### src/rtl/gray_pixel_streamer.sv
// RGB Avalon-ST to 8-bit grayscale converter with a 2-stage pipeline and a
// sop/eop framing check against a frame of IMG_X_SIZE*IMG_Y_SIZE pixels.
module gray_pixel_streamer #(
    parameter int IMG_X_SIZE = 100,
    parameter int IMG_Y_SIZE = 100
) (
    input  logic        clk_i,
    input  logic        rst_i,
    input  logic [23:0] RgbData_i,
    input  logic        rgbValid_i,
    output logic        rgbReady_o,
    input  logic        sop_i,
    input  logic        eop_i,
    output logic [7:0]  GrayImg_o,
    output logic        grayValid_o,
    input  logic        grayReady_i,
    output logic        grayLast_o,
    output logic        frameDone_o,
    output logic        frameError_o,
    input  logic        errClear_i
);
    // state    | meaning
    // WAIT_SOP | idle between frames, beats without sop are dropped
    // IN_FRAME | r_cnt pixels of the current frame already forwarded
    localparam int N  = IMG_X_SIZE * IMG_Y_SIZE;
    localparam int CW = $clog2(N + 1);
    localparam logic [CW-1:0] N_C = CW'(N);

    typedef enum logic {WAIT_SOP = 1'b0, IN_FRAME = 1'b1} state_t;

    state_t        r_state, w_state_nxt;
    logic [CW-1:0] r_cnt, w_cnt_nxt, w_beat_num;
    logic          w_accept, w_adv1, w_adv2;
    logic          w_fwd, w_last, w_err_set;
    logic          r_s1_valid, r_s1_last;
    logic [15:0]   r_s1_pr, r_s1_pg, r_s1_pb;
    logic          r_s2_valid, r_s2_last;
    logic [7:0]    r_s2_gray, w_gray;
    logic          r_done, r_err;

    assign w_adv2     = ~r_s2_valid | grayReady_i;
    assign w_adv1     = ~r_s1_valid | w_adv2;
    assign w_accept   = rgbValid_i & w_adv1;
    assign rgbReady_o = w_adv1;

    always_ff @(posedge clk_i or posedge rst_i) begin
        if (rst_i) begin
            r_state <= WAIT_SOP;
            r_cnt   <= '0;
        end else begin
            r_state <= w_state_nxt;
            r_cnt   <= w_cnt_nxt;
        end
    end

    // A sop always restarts numbering, so sop+eop on one beat is a 1-pixel frame.
    always_comb begin
        w_state_nxt = r_state;
        w_cnt_nxt   = r_cnt;
        w_beat_num  = (sop_i || r_state == WAIT_SOP) ? CW'(1) : r_cnt + CW'(1);
        if (w_accept && (sop_i || r_state == IN_FRAME)) begin
            if (eop_i || w_beat_num == N_C) begin
                w_state_nxt = WAIT_SOP;
                w_cnt_nxt   = '0;
            end else begin
                w_state_nxt = IN_FRAME;
                w_cnt_nxt   = w_beat_num;
            end
        end
    end

    always_comb begin
        w_fwd     = w_accept && (sop_i || r_state == IN_FRAME);
        w_last    = w_fwd && (eop_i || w_beat_num == N_C);
        w_err_set = 1'b0;
        if (w_accept) begin
            w_err_set = (r_state == WAIT_SOP) ? ~sop_i : sop_i;
            if (w_last && (w_beat_num != N_C || !eop_i))
                w_err_set = 1'b1;
        end
    end

    always_ff @(posedge clk_i or posedge rst_i) begin
        if (rst_i) begin
            r_s1_valid <= 1'b0;
            r_s1_last  <= 1'b0;
            r_s1_pr    <= '0;
            r_s1_pg    <= '0;
            r_s1_pb    <= '0;
        end else if (w_adv1) begin
            r_s1_valid <= w_fwd;
            r_s1_last  <= w_last;
            r_s1_pr    <= 16'(RgbData_i[23:16]) * 16'd77;
            r_s1_pg    <= 16'(RgbData_i[15:8])  * 16'd150;
            r_s1_pb    <= 16'(RgbData_i[7:0])   * 16'd29;
        end
    end

    // Worst-case sum is 65408, so 16 bits never overflow.
    assign w_gray = 8'((r_s1_pr + r_s1_pg + r_s1_pb + 16'd128) >> 8);

    always_ff @(posedge clk_i or posedge rst_i) begin
        if (rst_i) begin
            r_s2_valid <= 1'b0;
            r_s2_last  <= 1'b0;
            r_s2_gray  <= '0;
        end else if (w_adv2) begin
            r_s2_valid <= r_s1_valid;
            r_s2_last  <= r_s1_valid & r_s1_last;
            if (r_s1_valid)
                r_s2_gray <= w_gray;
        end
    end

    always_ff @(posedge clk_i or posedge rst_i) begin
        if (rst_i) begin
            r_done <= 1'b0;
            r_err  <= 1'b0;
        end else begin
            r_done <= r_s2_valid & grayReady_i & r_s2_last;
            if (w_err_set)
                r_err <= 1'b1;
            else if (errClear_i)
                r_err <= 1'b0;
        end
    end

    assign GrayImg_o    = r_s2_gray;
    assign grayValid_o  = r_s2_valid;
    assign grayLast_o   = r_s2_last;
    assign frameDone_o  = r_done;
    assign frameError_o = r_err;
endmodule

### config.mk
export PLATFORM = sky130hd
export DESIGN_NAME = gray_pixel_streamer
export DESIGN_NICKNAME = d
export VERILOG_FILES = /design/src/rtl/gray_pixel_streamer.sv
export SDC_FILE = /design/constraint.sdc
export NUM_CORES = 1
export LEC_CHECK = 0
export CELL_PAD_IN_SITES_DETAIL_PLACEMENT = 1
export CELL_PAD_IN_SITES_GLOBAL_PLACEMENT = 1
export CORE_ASPECT_RATIO = 0.7
export CORE_MARGIN = 2
export CORE_UTILIZATION = 44
export CTS_BUF_LIST = sky130_fd_sc_hd__clkbuf_2 sky130_fd_sc_hd__clkbuf_4 sky130_fd_sc_hd__clkbuf_8
export DETAILED_ROUTE_END_ITERATION = 8
export PLACE_DENSITY = 0.86
export SLEW_MARGIN = 20
export SYNTH_ARGS = -nofsm -noshare
export SYNTH_HDL_FRONTEND = slang
export SYNTH_SLANG_ARGS = --single-unit
### constraint.sdc
create_clock -name clk_i -period 3 [get_ports clk_i]
set_clock_uncertainty 0.1 [all_clocks]
set_input_delay 0.45 -clock clk_i [delete_from_list [all_inputs] [get_ports clk_i]]
set_output_delay 0.45 -clock clk_i [all_outputs]
set_load 0.05 [all_outputs]
==> summary.md <==
| Metric | Value |
|---|---|
| Die Width | `153 um` |
| Post-synthesis mux area share | `0.00147` |
| First-pass GRT wire length | `roughly 38 mm` |
| WL final | `around 29 mm` |
| Total GRT Usage | `0.299` |
| Layout Nets | `roughly 1100` |
| Tcrit/Tclk final | `1.12` |
| R2R depth | `13` |
| Synth async-reset ratio | `1.00` |
| Syn avg cell area | `9.31 sq um` |
| Starting DRC count in detailed routing | `~400` |
| Yosys reg bits | `between 70 and 80` |
| Rel. slew slack | `0.418` |
| CP required | `approximately 3100 ps` |
| Grt total ovfl | `0` |
| Hold path start | `GrayImg_o[1]` |
| Unique cell type count in the Yosys netlist | `61` |
| Ys flop type | `dfrtp_1` |
| Metal3 WL | `roughly 1.5 mm` |
| Synth warnings | `0` |
| Synth Area in Compound Gates | `0.142` |
| Drt drc | `0` |
| Count of final setup violators | `25` |
| Die Ht | `between 100 and 150 um` |
| Violated checks | `negative setup slack` |
| Kind of critical path | `register to register` |
| Via density | `about 6.0` |
| Number of enable flip-flop cells after synthesis | `0` |
| Peak VDD IR | `between 0.6 and 0.7 mV` |
| Vias in the first global route | `just over 7000` |
| DR WL/cell | `26.7 um` |
| Crit. End Element | `register` |
| Core area | `15300 sq um` |
| Num CTS Buffers | `9` |
| Synth Instances | `~730` |
| Die footprint | `between 15000 and 20000 sq um` |
| Core Rows | `38` |
| Clk Latency, worst-skew pair | `around 400 ps` |
| Area share of fa/ha/maj cells after synthesis | `0.347` |
| Mapped cell area | `6820 sq um` |
| F_max | `a little under 0.3 GHz` |
| CTS max path bufs | `2` |
| Final slew viol count | `0` |
| Pwr/cell area | `1190 nW/um^2` |
| Most common cell after layout, fill and taps aside | `buf_4` |
| Leakage | `around 4.5 nW` |
| Reg2reg start | `r_s1_pb[5]` |
| H-Tree Depth | `3` |
| Final WS setup | `-351 ps` |
| Final HPWL DP | `around 16 mm` |
| Post-route ant nets | `0` |
| Layout cells sized above 1 | `0.351` |
| Largest net degree at the start of global routing | `38` |
| I/O Pins | `44` |
| Total power | `11.4 mW` |
| Setup_tns | `-4740 ps` |
| CP startpoint | `r_s1_pb[5]` |
| Nature of the critical path startpoint | `register` |
| Hold Buf Count CTS | `0` |
| Status | `finished with violations` |
| Initial antenna violation count | `0` |
| Top layer in use | `met4` |
| CTS tree | `built` |
| I/O Buffers | `43` |
| Clk slew on worst S/H paths | `~80 ps` |
| Largest family of logic cells by synthesized area | `adder cells` |
| RSZ-0062 raised after global routing | `true` |
| Final Critical Period | `about 3400 ps` |
| Total number of vias | `between 6000 and 7000` |
| Total iterations of the first detailed-routing run | `7` |
| Simple-Gate Fraction of Synth Area | `0.135` |
| Root buf cell | `clkbuf_8` |
| MaxCap Viol Count | `0` |
| Clock sinks | `a little over 70` |
| WHS Path Cells | `2` |
| Arr. time, crit path | `about 3500 ps` |
| Register area share after synthesis | `0.264` |
| HP Class | `register to register` |
| Wire length on met2 | `roughly 15 mm` |
| WL met1 | `~11 mm` |
| XOR/XNOR share of the synthesized area | `0.0424` |
| Diodes inserted | `0` |
| Worst-margin pin slew | `~870 ps` |
| Starting Density | `0.445` |
| RePlAce Congestion | `0.815` |
| Most frequent cells in the layout | `99 x buf_4, 82 x ha_1, 74 x nand2_1` |
| Worst-path fanout max | `3` |
| Mapped Nets | `between 900 and 1000` |
| Area Overhead vs Synth | `40.2%` |
| Final hold violation count | `0` |
[timing repair]
item                       CTS  global route
setup endpoints to repair   33            30
gates resized for setup    172            73
pin swaps                   79            68
setup buffers                8            12
[routing by layer]
| metal | vias to the layer above | GRT usage |
|---|---|---|
| li1 | 2795 | - |
| met5 | - | 0 |
| met4 | 0 | 0.137 |
| met1 | 3323 | 0.341 |
| met3 | 143 | 0.0593 |
| met2 | 282 | 0.547 |
[stage by stage]
step           cells  hold slack [ps]  utilization  worst slack, ps  area [sq um]
6_report        1082              403        0.624             -351          9560
5_1_grt         1082              444        0.624             -413          9560
4_1_cts         1072              401        0.602             -278          9210
3_5_place_dp    1049              382        0.546            -1270          8360
3_3_place_gp    1049              367        0.546            -1040          8360
2_1_floorplan    732              338            -             -398          7060
[final timing paths]
path	to	slack [ps]
min	GrayImg_o[1]	400
min reg2reg	GrayImg_o[1]	400
max reg2reg	GrayImg_o[5]	-350
max in group asynchronous	r_s1_pg[15]	1610
max	GrayImg_o[5]	-350
min in group asynchronous	GrayImg_o[0]	450
[area by class of cell]
| cell class | instances | area [sq um] |
|---|---|---|
| clock buffers | 11 | 145 |
| inverters | 100 | 379 |
| fillers | 1636 | 5750 |
| well taps | 200 | 250 |
| multi-input cells | 541 | 5610 |
| flip-flops and latches | 72 | 1800 |
| repair buffers | 153 | 1290 |
| clock inverters | 5 | 78.8 |
[registers in the layout, summed over array words and instances, names as in the netlist]
name	cells
GrayImg_o	8
frameDone_o	1
frameError_o	1
grayLast_o	1
grayValid_o	1
r_cnt	14
r_s1_last	1
r_s1_pb	13
r_s1_pg	15
r_s1_pr	15
r_s1_valid	1
r_state	1
[report_power, final]
part	internal [mW]	switching (mW)	leakage [nW]
clock	0.502	0.464	0.117
combinational	4.06	4.81	3.52
sequential	1.28	0.282	0.887
[critical path, cell delays in order (launching register included)]
cell and delay (ps):
dfrtp_1 380, inv_1 130, fa_1 470, inv_2 100, ha_4 210, ha_4 300
and4_1 190, nand4_1 190, a31oi_4 320, a41o_1 250, buf_6 150, a31oi_4 90
xor2_1 210, o21ai_1 120
[logic make-up after synthesis]
logic type / after synthesis
flops: 72
fa+ha+maj: 166
mux: 1
simple gates: 194
xor+xnor: 33
compound gates: 147
buf+inv: 119
[cell usage after synthesis, drive strengths merged, types with 4 or more instances]
master  number  area, sq um
and3         5         32.5
nor4         8         50.1
nor2b        5         31.3
fa          38          761
dfrtp       72         1800
and2         6         37.5
a21o        11         82.6
ha         128         1600
o21ai       44          220
inv        100          375
o31ai       10         75.1
nand2b       7         43.8
clkbuf      10         37.5
a31oi       10         83.8
nand3       16         80.1
nand2       80          310
xnor2       14          123
nor3        12         60.1
a21oi       37          185
nor2        38          145
buf          9         58.8
a211oi       7         52.6
o22ai        4         25.0
xor2        19          166
nand4        7         50.1
Note: power is estimated with default switching activity, not from simulation.
